===== src/rtl/gyn_wb_arbiter.sv =====
// Write-back arbiter: merges ALU and load results onto one shared regfile write port,
// buffers loads that lose arbitration and tracks pending loads. Optional forwarding: GYN_WB_BYPASS_EN.
module gyn_wb_arbiter #(
  parameter int NTHREADS   = 4,
  parameter int TID_W      = 2,
  parameter int FIFO_DEPTH = 4
) (
  input  logic                          CLK,
  input  logic                          reset,
  input  logic                          alu_valid,
  input  logic [TID_W-1:0]              alu_tid,
  input  logic [3:0]                    alu_rd,
  input  logic [71:0]                   alu_data,
  input  logic                          mem_valid,
  output logic                          mem_ready,
  input  logic [TID_W-1:0]              mem_tid,
  input  logic [3:0]                    mem_rd,
  input  logic [71:0]                   mem_data,
  input  logic                          ld_issue,
  input  logic [TID_W-1:0]              ld_tid,
  input  logic [3:0]                    ld_rd,
  input  logic [TID_W-1:0]              q_tid,
  input  logic [3:0]                    q_r0addr,
  input  logic [3:0]                    q_r1addr,
  output logic                          q_r0busy,
  output logic                          q_r1busy,
  output logic [NTHREADS-1:0]           wena,
  output logic [3:0]                    waddr,
  output logic [71:0]                   wdata,
  output logic [$clog2(FIFO_DEPTH):0]   fifo_cnt,
  output logic                          err_addr
`ifdef GYN_WB_BYPASS_EN
  ,
  output logic                          q_r0fwd,
  output logic                          q_r1fwd,
  output logic [71:0]                   q_fwd_data,
  output logic [71:0]                   q_fwd1_data
`endif
);

  localparam int PTR_W = $clog2(FIFO_DEPTH);
  localparam int CNT_W = PTR_W + 1;

  logic [TID_W-1:0]    r_fifoTid  [FIFO_DEPTH];
  logic [3:0]          r_fifoRd   [FIFO_DEPTH];
  logic [71:0]         r_fifoData [FIFO_DEPTH];
  logic [PTR_W-1:0]    r_wrPtr;
  logic [PTR_W-1:0]    r_rdPtr;
  logic [CNT_W-1:0]    r_fifoCnt;
  logic [NTHREADS-1:0] r_wena;
  logic [3:0]          r_waddr;
  logic [71:0]         r_wdata;
  logic                r_wMem;
  logic                r_err;
  logic [7:0]          r_busy [NTHREADS];

  logic                w_memAcc;
  logic                w_push;
  logic                w_pop;
  logic                w_winValid;
  logic                w_winMem;
  logic                w_winLegal;
  logic [TID_W-1:0]    w_winTid;
  logic [3:0]          w_winRd;
  logic [71:0]         w_winData;
  logic [NTHREADS-1:0] w_wenaNext;

  // Ready comes from the registered count only, so a full buffer refuses even while popping.
  assign mem_ready = (r_fifoCnt < CNT_W'(FIFO_DEPTH));

  always_comb begin
    w_memAcc   = mem_valid && mem_ready;
    w_push     = 1'b0;
    w_pop      = 1'b0;
    w_winValid = 1'b0;
    w_winMem   = 1'b0;
    w_winTid   = alu_tid;
    w_winRd    = alu_rd;
    w_winData  = alu_data;
    if (alu_valid) begin
      w_winValid = 1'b1;
      w_push     = w_memAcc;
    end else if (r_fifoCnt != '0) begin
      w_winValid = 1'b1;
      w_winMem   = 1'b1;
      w_winTid   = r_fifoTid[r_rdPtr];
      w_winRd    = r_fifoRd[r_rdPtr];
      w_winData  = r_fifoData[r_rdPtr];
      w_pop      = 1'b1;
      w_push     = w_memAcc;
    end else if (w_memAcc) begin
      w_winValid = 1'b1;
      w_winMem   = 1'b1;
      w_winTid   = mem_tid;
      w_winRd    = mem_rd;
      w_winData  = mem_data;
    end
    w_winLegal = w_winValid && (w_winRd != 4'd0) && !w_winRd[3];
    w_wenaNext = '0;
    if (w_winLegal) w_wenaNext[w_winTid] = 1'b1;
  end

  always_ff @(posedge CLK) begin
    if (w_push) begin
      r_fifoTid[r_wrPtr]  <= mem_tid;
      r_fifoRd[r_wrPtr]   <= mem_rd;
      r_fifoData[r_wrPtr] <= mem_data;
    end
  end

  always_ff @(posedge CLK) begin
    if (reset) begin
      r_wrPtr   <= '0;
      r_rdPtr   <= '0;
      r_fifoCnt <= '0;
    end else begin
      if (w_push) r_wrPtr <= r_wrPtr + 1'b1;
      if (w_pop)  r_rdPtr <= r_rdPtr + 1'b1;
      r_fifoCnt <= r_fifoCnt + CNT_W'(w_push) - CNT_W'(w_pop);
    end
  end

  always_ff @(posedge CLK) begin
    if (reset) begin
      r_wena  <= '0;
      r_waddr <= '0;
      r_wdata <= '0;
      r_wMem  <= 1'b0;
      r_err   <= 1'b0;
    end else begin
      r_wena <= w_wenaNext;
      r_wMem <= w_winMem && w_winLegal;
      if (w_winValid) begin
        r_waddr <= w_winRd;
        r_wdata <= w_winData;
      end
      if ((w_winValid && w_winRd[3]) || (ld_issue && ld_rd[3])) r_err <= 1'b1;
    end
  end

  // Clear lands on the same edge the regfile captures the load; a new issue overrides it.
  always_ff @(posedge CLK) begin
    if (reset) begin
      for (int t = 0; t < NTHREADS; t++) r_busy[t] <= '0;
    end else begin
      for (int t = 0; t < NTHREADS; t++) begin
        for (int r = 1; r < 8; r++) begin
          if (ld_issue && (ld_tid == TID_W'(t)) && (ld_rd == 4'(r)))
            r_busy[t][r] <= 1'b1;
          else if (r_wMem && r_wena[t] && (r_waddr == 4'(r)))
            r_busy[t][r] <= 1'b0;
        end
      end
    end
  end

  assign q_r0busy = !q_r0addr[3] && r_busy[q_tid][q_r0addr[2:0]];
  assign q_r1busy = !q_r1addr[3] && r_busy[q_tid][q_r1addr[2:0]];
  assign wena     = r_wena;
  assign waddr    = r_waddr;
  assign wdata    = r_wdata;
  assign fifo_cnt = r_fifoCnt;
  assign err_addr = r_err;

`ifdef GYN_WB_BYPASS_EN
  assign q_r0fwd     = r_wena[q_tid] && (r_waddr == q_r0addr) && (q_r0addr != 4'd0);
  assign q_r1fwd     = r_wena[q_tid] && (r_waddr == q_r1addr) && (q_r1addr != 4'd0);
  assign q_fwd_data  = r_wdata;
  assign q_fwd1_data = r_wdata;
`endif

endmodule


===== config.mk =====
export PLATFORM = sky130hd
export DESIGN_NAME = gyn_wb_arbiter
export DESIGN_NICKNAME = d
export VERILOG_FILES = /design/src/rtl/gyn_wb_arbiter.sv
export SDC_FILE = /design/constraint.sdc
export NUM_CORES = 1
export LEC_CHECK = 0
export CORE_ASPECT_RATIO = 1.25
export CORE_MARGIN = 8
export CORE_UTILIZATION = 30
export CTS_CLUSTER_SIZE = 20
export DETAILED_ROUTE_END_ITERATION = 8
export PLACE_DENSITY_LB_ADDON = 0.15
export RECOVER_POWER = 25
export SLEW_MARGIN = 20
export SYNTH_ARGS = -nofsm -noshare
export SYNTH_HDL_FRONTEND = slang
export SYNTH_SLANG_ARGS = --single-unit

===== constraint.sdc =====
create_clock -name CLK -period 4.9 [get_ports CLK]
set_input_delay 0.98 -clock CLK [delete_from_list [all_inputs] [get_ports CLK]]
set_output_delay 0.98 -clock CLK [all_outputs]
set_load 0.01 [all_outputs]

# [Yosys cells after proc, flatten, opt, wreduce, memory -nomap -nowiden]
# Memory sizes are Yosys's and may differ from the RTL's. A register that Yosys moved wholly into a read port is not among the register bits.
# Cells that the tools add are included.
[word_totals] n_memories=4 in_bits=177 ff_bits=89 wordCells=461 ramBits=340
[op_classes] n_bitwise=57 eq_ne=17 add_sub_neg=4 magnitude_cmp=5 muxes=285 reduce_logical=81
[mem_list] memory="r_fifoData" words=4 word_bits=72 rd=1 rd_clocked_by_memory_dff=1 wr=1 line="46" source="logic [71:0] r_fifoData [FIFO_DEPTH];"
[mem_list] memory="r_busy" words=4 word_bits=7 rd=1 rd_clocked_by_memory_dff=0 wr=4 line="55" source="logic [7:0] r_busy [NTHREADS];"
[mem_list] memory="r_fifoRd" words=4 word_bits=4 rd=1 rd_clocked_by_memory_dff=1 wr=1 line="45" source="logic [3:0] r_fifoRd [FIFO_DEPTH];"
[mem_list] memory="r_fifoTid" words=4 word_bits=2 rd=1 rd_clocked_by_memory_dff=1 wr=1 line="44" source="logic [TID_W-1:0] r_fifoTid [FIFO_DEPTH];"
[ops] operator="two-way mux 1 bit" n=267
[ops] operator="two-way mux 72 bit" n=3
[ops] operator="logical AND 1 bit" n=73
[ops] operator="bitwise OR 1 bit" n=56
[ops] operator="equality test 4 x 3 -> 1 bit, second input constant" n=8
[ops] operator="two-way mux 2 bit" n=9
[ops] operator="equality test 4 x 2 -> 1 bit, second input constant" n=4
[ops] operator="two-way mux 4 bit" n=3
[ops] operator="equality test 4 x 1 -> 1 bit, second input constant" n=2
[ops] operator="< comparator 3 x 4 -> 1 bit, second input constant" n=2
[ops] operator="binary-select mux 1 bit (select 3 bit)" n=2
[ops] operator="adder 2 x 1 -> 2 bit, second input constant" n=2
[ops] operator="equality test 2 bit, second input constant" n=2
[ops] operator="nonzero test 4 bit" n=1
[ops] operator="adder 3 x 1 -> 3 bit" n=1
[ops] operator="logical NOT 1 bit" n=3
[ops] operator="< comparator 2 x 3 -> 1 bit, second input constant" n=1
[ops] operator="< comparator 3 bit, second input constant" n=1
[ops] operator="nonzero test 3 bit" n=1
[ops] operator="subtractor 3 x 1 -> 3 bit" n=1
[ops] operator="demux 1 bit (select 2 bit)" n=1
[ops] operator="equality test 2 x 1 -> 1 bit, second input constant" n=1
[ops] operator=">= comparator 2 x 1 -> 1 bit, second input constant" n=1
[ops] operator="logical NOT 2 bit" n=1
[ops] operator="3 further kinds" n=3

# [Logic depth before layout (Yosys ltp)]
# Gate-level depths: netlist of the first run.
[logic_depth] word_depth=10 depth_mapped=13 ltp_nobuf=11

# [Worst setup path before layout of the first run]
# Ideal clock, no wire load.
[synth_path] kind="input -> register" start="input mem_valid" end="memory r_fifoData[0][0], enable pin" setup_slack_ns=0.794 path_stages=5 arrival_ns=3.661 path_buffers=2 path_cell_list="and2b_1 -> buf_2 -> buf_2 -> o31a_1 -> and2_1"
[synth_between] elab_chain_len=5
[synth_lines] item="start: declaration" line="14" source="input logic mem_valid,"
[synth_lines] item="logical AND 1 bit *" line="72" source="w_memAcc = mem_valid && mem_ready;"
[synth_lines] item="two-way mux 1 bit" line="83" source="end else if (r_fifoCnt != '0) begin"
[synth_lines] item="two-way mux 1 bit *" line="80" source="if (alu_valid) begin"
[synth_lines] item="two-way mux 1 bit *" line="104" source="if (w_push) begin"
[synth_lines] item="two-way mux 1 bit (not written as such) *" line="107" source="r_fifoData[r_wrPtr] <= mem_data;"
[synth_lines] item="end: declaration" line="46"
# Every way passes the cells marked *; elsewhere a longest branch is shown, timed or not.

# [Final worst setup path of the first run]
[layout_path] start="input q_tid[0]" end="output q_r0busy"
[layout_between] elab_chain_len=4
[layout_lines] item="start: declaration" line="22" source="input logic [TID_W-1:0] q_tid,"
[layout_lines] item="memory read (4 x 7 bit)"
[layout_lines] item="binary-select mux 1 bit (select 3 bit)" line="157" source="assign q_r0busy = !q_r0addr[3] && r_busy[q_tid][q_r0addr[2:0]];"
[layout_lines] item="two-way mux 1 bit (not written as such)" line="157"
[layout_lines] item="logical AND 1 bit" line="157"
[layout_lines] item="end: declaration" line="25" source="output logic q_r0busy,"
# Every way passes these cells. The select of a mux whose other input is x is not followed.

==> reports/results.txt, run 1 <==
Outcome - finished clean
Final GP Congestion - 0.813
Crit Path Category - primary input to output pin
Max cap viols - 0
CTS tree - done
Grt ovf - 0
Ports - 264
Count of final setup violators - 0
Yosys top cell area share - 57.6%
# Post-CTS Setup Buffers - 0
CP endpoint kind - output pin
Area contributors post-synth - edfxtp_1, mux4_2, dfxtp_1, mux2i_1, nor2_1
Cells after Synth - 1148
Seq/Total Area, Yosys - 67.9%
Total GRT Usage - 13.9%
Final Max Slew Viols - 0
CP required - 3.92 ns
Vias in the first global route - 11.7k
Final TNS setup - 0 ns
Hold Startpoint - r_wrPtr[1]
Remaining antenna violation count - 0
Worst vdd ir - 0.543 mV
Initial antenna violation count - 6
Async SR Flop Fraction - 0%
Most common cell in the netlist - edfxtp_1
Syn nets - 1332
Routed len/inst - 21.6 um
CTS resizes - 0
Hold WC Path Type - register to register
Largest net degree at the start of global routing - 154
Clk root buf - clkbuf_16
Num CTS Buffers - 46
Critical path arrival - 3.40 ns
Hold_buf cts - 0
H-tree lvl count - 2
Overall power - 0.0112 W
Layout fillers - 5540
PD cells - 493 mW/mm2
Post-synthesis sequential element count - 431
RSZ-0062 raised after global routing - no
Fmax - 228 MHz
Area leader, netlist - edfxtp_1
Clock Sinks - 431
Synth Flop Type - edfxtp_1
Post-synth EDFFs - 340
Max Buffers Root-to-Sink - 3
Synth Warn # - 0
Max transition margin - 29.6%
Drt drc - 0
Skew-Pair Late Insertion Delay - 0.56 ns
First-pass GRT wire length - 71900 um
Initial core utilization - 30.4%
Final Cycle Share - 89.5%
Synth cell types - 45
Vias per cell - 4.95
Routed wire length - 47400 um
Crit path time final - 4.38 ns
Final layout net count - 1581
Fraction of layout instances using a drive strength above 1 - 12.8%
Die height - 288 um
Die X - 233 um
Via count - 10.9k
Syn Area/Cell - 15.4 um2
Mapped Area - 0.0177 mm2
First drt pass iteration count - 5
FP Rows - 99
Port bufs - 263
Clock skew - 0.0104 ns
Least-Margin Pin Slew - 1.06 ns
Final Hold Vio Count - 0
Setup crit start kind - primary input
Worst setup path startpoint - q_tid[0]
Crit Path Max Fanout - 9
P&R area growth vs syn - 28.2%
Top cells by count, synth - edfxtp_1, nor2_1, dfxtp_1, a21oi_1, mux4_2
Leakage - 7.40 nW
Post-DP HPWL - 29200 um
Reg clk slew, reported paths - 0.06 ns
Core Area - 0.0583 mm2
Worst r2r src - fifo_cnt[2]
Die area - 0.0671 mm2
DR iter-0 viols - 588
[stage by stage]
step,hold WS (ns),util (%),instance area [um2],cells,setup WS (ns)
2_1_floorplan,0.469,-,17700,1148,0.794
3_3_place_gp,0.490,36.2,21100,2105,0.489
3_5_place_dp,0.495,36.2,21100,2105,0.472
4_1_cts,0.504,38.9,22700,2191,0.467
5_1_grt,0.531,38.9,22700,2192,0.357
6_report,0.500,38.9,22700,2194,0.516
[worst max-delay path, stage by stage]
cell and delay [ns]:
clkdlybuf4s50_1 0.77, mux4_2 0.58, a22oi_1 0.24, a21oi_1 0.10, o221a_1 0.24, clkdlybuf4s50_1 0.49
[registers in the layout (all words and copies together) (netlist names), named ones only]
signal,flops
r_busy,28
err_addr,1
r_rdPtr,2
r_fifoRd,16
r_fifoData,288
waddr,4
fifo_cnt,3
wena,4
r_wMem,1
r_fifoTid,8
r_wrPtr,2
wdata,72
[metal layers]
metal / routed length [um] / global-route usage (%)
met5: 0 / 0
met4: 1020 / 3.73
met3: 2370 / 2.94
met2: 23400 / 23.8
met1: 20600 / 17.5
[worst paths after layout]
| path | cells after the start | end | slack (ns) |
|---|---|---|---|
| max | 6 | q_r0busy | 0.52 |
| min | 2 | r_wrPtr[1] | 0.50 |
| max reg2reg | 7 | wdata[18] | 2.18 |
| min reg2reg | 2 | r_wrPtr[1] | 0.50 |
[placed cells by master, fill, tap and decap left out, types with 2 or more instances in the layout]
cell type / synthesis / layout
edfxtp_1: 340 / 340
clkdlybuf4s50_1: 0 / 205
nor2_1: 191 / 191
dfxtp_1: 91 / 89
a21oi_1: 87 / 87
mux4_2: 83 / 83
mux2i_1: 81 / 81
a211oi_1: 72 / 72
dlygate4sd3_1: 0 / 56
clkbuf_16: 0 / 50
o221ai_1: 28 / 28
nand2_1: 21 / 21
clkbuf_1: 43 / 13
inv_1: 9 / 9
nor2b_1: 9 / 9
buf_4: 7 / 9
clkinv_1: 0 / 7
ha_1: 6 / 6
clkbuf_8: 0 / 6
buf_12: 0 / 6
nand3_1: 5 / 5
and2_4: 0 / 4
nand2b_1: 4 / 4
xnor2_1: 4 / 4
o22ai_1: 4 / 4
clkinv_2: 0 / 4
mux2_2: 3 / 3
nor3b_1: 3 / 3
bufinv_16: 0 / 3
diode_2: 0 / 2
nand3b_1: 2 / 2
a22oi_1: 2 / 2
o22a_1: 2 / 2
a2bb2oi_1: 2 / 2
nor3_1: 2 / 2
dfxtp_4: 0 / 2
clkinvlp_4: 0 / 2
[where the power goes]
group          switching (W)  leakage (nW)  total [W]  internal [W]
sequential          0.000262          3.86    0.00465       0.00439
combinational        0.00163          2.79    0.00304       0.00141
clock                0.00141         0.748    0.00351       0.00211
total                0.00330          7.40     0.0112       0.00790
[cell families after synthesis]
group	Yosys count	synth area share [%]
and+or+nand+nor	247	5.83
xor gates and xnor gates	5	0.247
DFF	431	67.9
adders and majority gates	7	0.537
muxes	167	15.3
AOI/OAI and AO/OA	205	7.96
buffers and inverters	86	2.19
[final cells by class]
cell class / instances / area (um2) / share of cell area [%]
tap: 757 / 947 / 4.17
sequential: 431 / 12000 / 53.0
multi-input combinational: 631 / 5310 / 23.4
clock buffer: 69 / 1380 / 6.09
timing repair buffer: 278 / 2840 / 12.5
antenna: 2 / 5.00 / 0.0220
inverter: 9 / 33.8 / 0.149
clock inverter: 17 / 160 / 0.705
Note: power is estimated with default switching activity, not from simulation.
==> run 2, diff against run 1 <==
--- a/config.mk
+++ b/config.mk
@@ -10,6 +10,7 @@
 export CORE_UTILIZATION = 30
 export CTS_CLUSTER_SIZE = 20
 export DETAILED_ROUTE_END_ITERATION = 8
+export DONT_BUFFER_PORTS = 1
 export PLACE_DENSITY_LB_ADDON = 0.15
 export RECOVER_POWER = 25
 export SLEW_MARGIN = 20
==> run 2 against run 1 <==
Combinational power down 17%. Largest power group unchanged. Critical path depth down 2. Die area unchanged. Maximum frequency up 41%. Global-route usage down 0.38 points. Non-clock buffer count down 266. Register-to-register slack about the same. Hold slack worse by 0.019 ns. Worst setup slack better by 1.3 ns. Sequential power up 1%. Total power down 4.0%. Final cell count down 12%.
==> reports/results.txt, run 2 (synthesis results as in run 1) <==
Fin util - 34.3% (was 38.9%)
Hold Startpoint - reset (was r_wrPtr[1])
Num CTS Buffers - 47 (was 46)
Die height - 288 um (unchanged)
Internal power - 0.00752 W (was 0.00790 W)
Core Area - 0.0583 mm2 (unchanged)
First drt pass iteration count - 4 (was 5)
Leakage - 6.35 nW (was 7.40 nW)
Crit Path Category - primary input to output pin (unchanged)
Max transition margin - 31.9% (was 29.6%)
CP endpoint kind - output pin (unchanged)
Most frequent cells in the layout - edfxtp_1, nor2_1, dfxtp_1 (was edfxtp_1, clkdlybuf4s50_1, nor2_1)
CP required - 3.92 ns (about the same)
Vias per cell - 5.08 (was 4.95)
Crit path largest cell delay - 0.53 ns (was 0.77 ns)
Seq pwr share - 43.7% (was 41.5%)
DR iter-0 viols - 592 (was 588)
CTS resizes - 0 (unchanged)
Largest net degree at the start of global routing - 154 (unchanged)
Hold WC Path Type - primary input to register (was register to register)
First-pass GRT wire length - 68800 um (was 71900 um)
Final Cycle Share - 63.2% (was 89.5%)
Drt drc - 0 (unchanged)
Remaining antenna violation count - 0 (unchanged)
Crit Path Max Fanout - 9 (unchanged)
End of the worst hold path - fifo_cnt[1] (was r_wrPtr[1])
CP Cell Sequence - mux4_2 -> a22oi_1 -> a21oi_1 -> o221a_2 (was clkdlybuf4s50_1 -> mux4_2 -> a22oi_1 -> a21oi_1 -> o221a_1 -> clkdlybuf4s50_1)
Setup slack, reg-to-reg - 2.19 ns (was 2.18 ns)
Least-Margin Pin Slew - 1.02 ns (was 1.06 ns)
Hold_buf cts - 0 (unchanged)
# Post-CTS Setup Buffers - 0 (unchanged)
Clk root buf - clkbuf_16 (unchanged)
Die area - 0.0671 mm2 (unchanged)
Vias in the first global route - 10.4k (was 11.7k)
Worst r2r src - fifo_cnt[2] (unchanged)
Die X - 233 um (unchanged)
RSZ-0062 raised after global routing - no (unchanged)
Crit path time final - 3.10 ns (was 4.38 ns)
Fmax - 323 MHz (was 228 MHz)
Post-route cell area - 0.0200 mm2 (was 0.0227 mm2)
Clk network pwr share - 33.0% (was 31.4%)
Slowest CP cell - mux4_2 (was clkdlybuf4s50_1)
Max Buffers Root-to-Sink - 3 (unchanged)
Initial antenna violation count - 2 (was 6)
Fraction of layout instances using a drive strength above 1 - 15.8% (was 12.8%)
Reg clk slew, reported paths - 0.06 ns (about the same)
Setup crit start kind - primary input (unchanged)
FP Rows - 99 (unchanged)
Via count - 9785 (was 10.9k)
Number of antenna diodes - 0 (was 2)
Routed wire length - 46400 um (was 47400 um)
Post-DP HPWL - 28500 um (was 29200 um)
Initial core utilization - 30.4% (unchanged)
Worst vdd ir - 0.452 mV (was 0.543 mV)
Final Max Slew Viols - 0 (unchanged)
Overall power - 0.0108 W (was 0.0112 W)
Switching Power - 0.00324 W (was 0.00330 W)
Grt ovf - 0 (unchanged)
Total GRT Usage - 13.5% (was 13.9%)
Placed inst area - 0.0185 mm2 (was 0.0211 mm2)
RR Endpoint - wdata[65] (was wdata[18])
H-tree lvl count - 2 (unchanged)
Final layout net count - 1316 (was 1581)
Hold path depth - 1 (was 2)
Final Hold Vio Count - 0 (unchanged)
Largest Register - r_fifoData (unchanged)
Final GP Congestion - 0.795 (was 0.813)
Port bufs - 0 (was 263)
Sw frac - 30.1% (was 29.5%)
Worst reg2reg path depth - 7 (unchanged)
Max reg flops - 288 (unchanged)
Max cap viols - 0 (unchanged)
PD cells - 537 mW/mm2 (was 493 mW/mm2)
Outcome - finished clean (unchanged)
CTS tree - done (unchanged)
Critical path arrival - 2.12 ns (was 3.40 ns)
Routed len/inst - 24.1 um (was 21.6 um)
Clock skew - 0.0209 ns (was 0.0104 ns)
Skew-Pair Late Insertion Delay - 0.58 ns (was 0.56 ns)
Clock Sinks - 431 (unchanged)
Combinational group share of total power - 23.4% (was 27.1%)
P&R area growth vs syn - 13.0% (was 28.2%)
Most common cell after layout, fill and taps aside - edfxtp_1 (unchanged)
Count of final setup violators - 0 (unchanged)
Final TNS setup - 0 ns (unchanged)
Ports - 264 (unchanged)
-- run 2: cell types whose count changed in the layout (fill, tap and decap cells not counted), sizes merged --
cell           before  now
clkdlybuf4s50     205    0
dlygate4sd3        56    0
clkbuf             69   60
buf                17   12
clkinv             12   17
clkinvlp            2    5
bufinv              3    5
diode               2    0
-- run 2: cell type report --
type / instances / area [um2]
flip-flops and latches: 431 / 12000
multi-input cells: 631 / 5310
well taps: 757 / 947
inverters: 9 / 33.8
clock buffers: 60 / 1260
fillers: 5611 / 38300
clock inverters: 27 / 287
repair buffers: 12 / 140
-- run 2: layer usage --
layer | share of wire [%] | track usage [%] | wire length [um]
met1 | 42 | 17.2 | 19600
met2 | 49 | 22.3 | 22600
met3 | 6.9 | 3.75 | 3220
met4 | 2.1 | 3.74 | 964
met5 | 0.058 | 0 | 27
-- run 2: power groups by stage --
stage	Sequential (W)	Clock, W	Combinational [W]
final	0.00470	0.00355	0.00251
after global routing	0.00474	0.00381	0.00278
after CTS	0.00471	0.00369	0.00260
after detailed placement	0.00479	0	0.00259
after global placement	0.00478	0	0.00258
after floorplan	0.00467	0	0.00201
-- run 2: worst max path at each step --
stage / start / end / slack [ns]
2_1_floorplan: mem_valid / r_fifoData[0][0] / 0.79
6_report: q_tid[0] / q_r1busy / 1.80
5_1_grt: q_tid[0] / q_r0busy / 1.76
3_3_place_gp: mem_valid / wdata[65] / 1.75
3_5_place_dp: mem_valid / wdata[70] / 1.75
4_1_cts: q_tid[0] / q_r0busy / 1.81
-- run 2: worst max-delay path, delay by kind of cell --
kind / cells / cell delay [ns]
multiplexers: 1 / 0.53
AO/OA/AOI/OAI: 3 / 0.60
-- run 2: per-stage QoR --
step / setup slack [ns] / hold WS [ns] / cells
2_1_floorplan: 0.794 / 0.469 / 1148
3_3_place_gp: 1.75 / 0.490 / 1840
3_5_place_dp: 1.75 / 0.492 / 1840
4_1_cts: 1.81 / 0.442 / 1927
5_1_grt: 1.76 / 0.442 / 1927
6_report: 1.80 / 0.481 / 1927
==> run 3, diff against run 2 <==
==> constraint.sdc (replaced) <==
create_clock -name CLK -period 2.54 [get_ports CLK]
set_input_delay 0.508 -clock CLK [delete_from_list [all_inputs] [get_ports CLK]]
set_output_delay 0.508 -clock CLK [all_outputs]
set_load 0.01 [all_outputs]
==> run 3 against run 2 <==
The flow now finishes with violations (setup timing). Combinational power increased by 110%. Flip-flop and latch count unchanged. Sequential share of layout area decreased by 2.7 points. Final cell count increased by 4.5%. Critical path type is now register to output pin. Highest routed layer is now met4.
==> reports/results.txt, run 3 (synthesis results as in run 1) <==
Slowest CP cell - mux4_2 (unchanged)
Max cap viols - 0 (unchanged)
Skew-Pair Late Insertion Delay - 0.57 ns (was 0.58 ns)
Combinational group share of total power - 25.3% (was 23.4%)
Die height - 288 um (unchanged)
H-tree lvl count - 2 (unchanged)
Metal2 WL - 23700 um (was 22600 um)
Register Area - 0.0120 mm2 (unchanged)
Post-DP HPWL - 27900 um (was 28500 um)
Outcome - finished with violations (was finished clean)
Setup crit start kind - register (was primary input)
Post-route cell area - 0.0210 mm2 (was 0.0200 mm2)
Largest Register - r_fifoData (unchanged)
Port bufs - 0 (unchanged)
Final Cycle Share - 101%
Max Buffers Root-to-Sink - 3 (unchanged)
Number of antenna diodes - 0 (unchanged)
Initial core utilization - 30.4% (unchanged)
Hold WC Path Type - primary input to register (unchanged)
Vias per cell - 5.10 (was 5.08)
Setup slack after layout - -0.0345 ns (was 1.80 ns)
Clk root buf - clkbuf_16 (unchanged)
Routed wire length - 47500 um (was 46400 um)
Final Max Slew Viols - 0 (unchanged)
Clock skew - 0.0148 ns (was 0.0209 ns)
Largest net degree at the start of global routing - 154 (unchanged)
Uppermost layer routed - met4 (was met5)
Final Hold Vio Count - 0 (unchanged)
Die X - 233 um (unchanged)
Final GP Congestion - 0.762 (was 0.795)
RSZ-0062 raised after global routing - yes (was no)
Ports - 264 (unchanged)
Setup slack, reg-to-reg - 0.23 ns (was 2.19 ns)
Via count - 10.3k (was 9785)
First-pass GRT wire length - 71100 um (was 68800 um)
Clk network pwr share - 31.2% (was 33.0%)
Met3 wire length - 2850 um (was 3220 um)
Crit Path Max Fanout - 2 (was 9)
Drt drc - 0 (unchanged)
Worst slack at placement - 0.239 ns (was 1.75 ns)
FP Rows - 99 (unchanged)
Vias in the first global route - 10.9k (was 10.4k)
Total GRT Usage - 13.9% (was 13.5%)
Initial antenna violation count - 0 (was 2)
RR Endpoint - fifo_cnt[2] (was wdata[65])
Leakage - 6.74 nW (was 6.35 nW)
Fraction of layout instances using a drive strength above 1 - 15.1% (was 15.8%)
Clock Sinks - 431 (unchanged)
Most common cell after layout, fill and taps aside - edfxtp_1 (unchanged)
Internal power - 0.0144 W (was 0.00752 W)
Worst r2r src - fifo_cnt[0] (was fifo_cnt[2])
DR iter-0 viols - 674 (was 592)
PD cells - 987 mW/mm2 (was 537 mW/mm2)
Reg clk slew, reported paths - 0.07 ns (was 0.06 ns)
Hold Startpoint - mem_data[69] (was reset)
Max transition margin - 22.9% (was 31.9%)
Placed inst area - 0.0187 mm2 (was 0.0185 mm2)
Num CTS Buffers - 46 (was 47)
# Post-CTS Setup Buffers - 0 (unchanged)
Sw frac - 30.2% (was 30.1%)
CP Cell Sequence - mux4_2 -> a22oi_2 -> a21oi_1 -> o221a_4 (was mux4_2 -> a22oi_1 -> a21oi_1 -> o221a_2)
Most frequent cells in the layout - edfxtp_1, nor2_1, dfxtp_1 (unchanged)
Remaining antenna violation count - 0 (unchanged)
CP required - 2.03 ns (was 3.92 ns)
Final TNS setup - -0.0541 ns (was 0 ns)
P&R area growth vs syn - 18.3% (was 13.0%)
Routed len/inst - 23.6 um (was 24.1 um)
Crit path time final - 2.57 ns
Die area - 0.0671 mm2 (unchanged)
Metal-1 WL - 19700 um (was 19600 um)
CP endpoint kind - output pin (unchanged)
Count of final setup violators - 2 (was 0)
First drt pass iteration count - 5 (was 4)
End of the worst hold path - r_fifoData[1][69] (was fifo_cnt[1])
Final layout net count - 1404 (was 1316)
Multi-input logic area - 0.00533 mm2 (was 0.00531 mm2)
Crit path largest cell delay - 0.55 ns (was 0.53 ns)
Fmax - 388 MHz
Seq pwr share - 43.5% (was 43.7%)
Layout fillers - 5562 (was 5611)
Least-Margin Pin Slew - 1.15 ns (was 1.02 ns)
Hold path depth - 0 (was 1)
Crit Path Category - register to output pin (was primary input to output pin)
Critical path arrival - 2.07 ns (was 2.12 ns)
CTS tree - done (unchanged)
Failing checks - setup timing
Worst reg2reg path depth - 10 (was 7)
Core Area - 0.0583 mm2 (unchanged)
Grt ovf - 0 (unchanged)
Max reg flops - 288 (unchanged)
Worst vdd ir - 1.35 mV (was 0.452 mV)
Switching Power - 0.00625 W (was 0.00324 W)
-- run 3: cell count changes in the layout (fill, tap and decap cells not counted), sizes merged --
cell / before / now
inv: 9 / 10
bufinv: 5 / 1
dlygate4sd3: 0 / 81
clkinv: 17 / 13
clkinvlp: 5 / 1
buf: 12 / 20
clkbuf: 60 / 68
-- run 3: power groups by stage --
stage               logic [W]  clock network (W)  registers (W)
finish                0.00523            0.00644        0.00900
global route          0.00579            0.00695        0.00908
CTS                   0.00537            0.00672        0.00902
detailed placement    0.00514                  0        0.00917
global placement      0.00514                  0        0.00915
floorplan             0.00390                  0        0.00898
-- run 3: cell type report --
class,instances,share of cell area (%)
Clock buffer,68,6.32
Clock inverter,16,0.514
Inverter,9,0.161
Multi-Input combinational cell,631,25.4
Sequential cell,431,57.5
Tap cell,757,4.52
Timing Repair Buffer,101,5.58
-- run 3: routing by layer --
layer | global-route usage (%) | up-vias
met1 | 17.2 | 5301
met4 | 4.49 | 0
met2 | 23.6 | 276
met5 | 0 | -
li1 | - | 4626
met3 | 3.28 | 71
-- run 3: worst max path at each step --
| stage | start | to | cells after the start | slack (ns) |
|---|---|---|---|---|
| after global routing | r_busy[3][4] | q_r1busy | 4 | -0.13 |
| after global placement | mem_valid | fifo_cnt[2] | 11 | 0.29 |
| final | r_busy[3][4] | q_r1busy | 4 | -0.03 |
| after CTS | r_busy[3][4] | q_r1busy | 4 | -0.09 |
| after detailed placement | fifo_cnt[0] | fifo_cnt[2] | 10 | 0.24 |
| after floorplan | mem_valid | r_fifoData[0][0] | 5 | -0.05 |
-- run 3: per-stage QoR --
stage	instances	total power, W	util, %	hold slack, ns
floorplan	1148	0.0129	-	0.469
global placement	1847	0.0143	32.0	0.527
global route	2013	0.0218	35.9	0.00574
CTS	2013	0.0211	35.9	0.0000866
detailed placement	1847	0.0143	32.0	0.528
finish	2013	0.0207	35.9	0.0470
-- run 3: timing repair --
item | in CTS | in global routing
resized for setup | 3 | 0
pin swaps | 2 | 0
endpoints found under the hold margin | 352 | 0
endpoints found under the setup margin | 2 | 2
hold buffers | 82 | 0
-- run 3: worst max-delay path: cells and delay by family, from the launching register on --
kind	cells	cell delay, ns
AO/OA/AOI/OAI	3	0.57
flip-flops	1	0.38
multiplexers	1	0.55
==> RTL edit (flow settings as in run 1) <==
Register the output `fifo_cnt` once more, cleared by the reset; this adds one clock of latency there. The other outputs are not delayed to match.
--- a/src/rtl/gyn_wb_arbiter.sv
+++ b/src/rtl/gyn_wb_arbiter.sv
@@ -161,3 +161,9 @@
   assign wdata    = r_wdata;
-  assign fifo_cnt = r_fifoCnt;
+  always_ff @(posedge CLK) begin
+    if (reset) begin
+      fifo_cnt <= '0;
+    end else begin
+      fifo_cnt <= r_fifoCnt;
+    end
+  end
   assign err_addr = r_err;
Check against the original RTL: not equivalent (a bounded check fails within 4 cycles, from zero or initial values and one cycle with reset high).
==> RTL edit against run 1 <==
  * Final area up 0.14%
  * Synthesized cell count up 0.44%
  * Setup slack worse by 41 ps
  * Synthesized area up 0.73%
  * Wire length up 1.6%
  * Power shrank 0.64%
  * Clock skew rose by 4.9 ps
  * Sequential cell count up 3
  * Critical path type unchanged
==> RTL edit: results <==
metrics = {
    "status": {
        "outcome": "complete, no violations",
    },
    "grt": {
        "grt_pass1_wl_um": 72700,
        "antenna_violations_before_repair": 4,
        "first_global_vias": 11500,
        "groute.usage.overall": 0.140,
    },
    "place": {
        "finalWeightedCongestion": 0.775,
        "placed_cell_area_mm2": 0.0213,
        "post-place-cells": 2121,
        "detailed_place_hpwl_um": 30800,
    },
    "route": {
        "wl_met1_um": 20300,
        "wl_met2_um": 24500,
        "route.top_layer_used": "met5",
        "routed_wire_length_per_instance_um": 21.8,
        "route.detailed.vias_per_inst": 4.93,
        "drt_pass1_iterations": 6,
        "drt_first_iter_violations": 522,
        "met3_wirelength_um": 2390,
    },
    "yosys": {
        "synth_top_cells_by_area": "sky130_fd_sc_hd__edfxtp_1 (57%), sky130_fd_sc_hd__mux4_2 (11%), sky130_fd_sc_hd__dfxtp_1 (11%)",
        "synth.top_cells.by_count": "sky130_fd_sc_hd__edfxtp_1 (340), sky130_fd_sc_hd__nor2_1 (192), sky130_fd_sc_hd__dfxtp_1 (94), sky130_fd_sc_hd__mux4_2 (88), sky130_fd_sc_hd__a21oi_1 (81)",
        "synth_nets": 1337,
        "post_synth_num_cell_types": 46,
        "postSynth.asyncResetShare": 0,
        "syn-mean-instance-area_um2": 15.5,
        "yosysSeqAreaShare": 0.678,
    },
    "final_layout": {
        "finalNetCount": 1588,
        "fillers": 5577,
        "design_area_mm2": 0.0227,
        "post_route_cells_drive_above_1_share": 0.131,
    },
    "pwr": {
        "leakagePower_nw": 7.39,
        "vdd.ir_drop.worst_mv": 0.577,
        "internal-power_mw": 7.79,
    },
    "setup_path": {
        "worst_path_fanout_max": 10,
        "worstPathArrival_ps": 3450,
        "worst_r2r_path_depth": 5,
    },
    "sta": {
        "max_slew.worst_pin.slew_ps": 1410,
        "fin_worst_skew_ps": 15.4,
    },
}
RTL edit: final timing paths:
kind              startpoint          to  slack, ps
hold / removal    r_wrPtr[1]  r_wrPtr[1]        500
hold reg to reg   r_wrPtr[1]  r_wrPtr[1]        500
setup reg to reg    register     wena[2]       2350
setup / recovery    q_tid[1]    q_r1busy        470
RTL edit: cells by family after synthesis:
logic type | count (synthesis) | synth area share
AOI/OAI and AO/OA | 199 | 0.0770
muxes | 168 | 0.156
buffers and inverters | 88 | 0.0224
and+or+nand+nor | 252 | 0.0591
xor gates and xnor gates | 5 | 0.00245
DFF | 434 | 0.678
adders and majority gates | 7 | 0.00533
RTL edit: area by class of cell:
cell class	count	area share
clock buffers	62	0.0559
flip-flops and latches	434	0.532
multi-input cells	631	0.236
inverters	11	0.00182
clock inverters	22	0.00842
repair buffers	280	0.124
diodes	2	0.000220
well taps	765	0.0421
RTL edit: layer usage:
| layer | vias to the layer above | GRT usage |
|---|---|---|
| met5 | - | 0 |
| met1 | 5528 | 0.173 |
| met3 | 67 | 0.0278 |
| met4 | 2 | 0.0410 |
| met2 | 276 | 0.246 |
| li1 | 5010 | - |
RTL edit: worst max-delay path: stages:
cell                              delay (ps)
sky130_fd_sc_hd__clkdlybuf4s50_1         790
sky130_fd_sc_hd__mux4_2                  560
sky130_fd_sc_hd__mux2_2                  270
sky130_fd_sc_hd__a311oi_1                280
sky130_fd_sc_hd__nor3_1                   70
sky130_fd_sc_hd__clkdlybuf4s50_1         490
RTL edit: power groups by stage:
stage / clock network [mW] / logic, mW / registers [mW]
after floorplan: 0 / 2.03 / 4.69
after global placement: 0 / 3.16 / 4.72
after detailed placement: 0 / 3.16 / 4.74
after CTS: 3.52 / 3.18 / 4.66
after global routing: 3.65 / 3.40 / 4.70
final: 3.41 / 3.07 / 4.65
RTL edit: per-stage QoR:
stage	hold slack [ps]	setup WS [ps]	total power [mW]
after global routing	527	322	11.7
after floorplan	469	794	6.72
after detailed placement	494	439	7.89
after CTS	506	435	11.4
final	501	475	11.1
after global placement	493	471	7.88
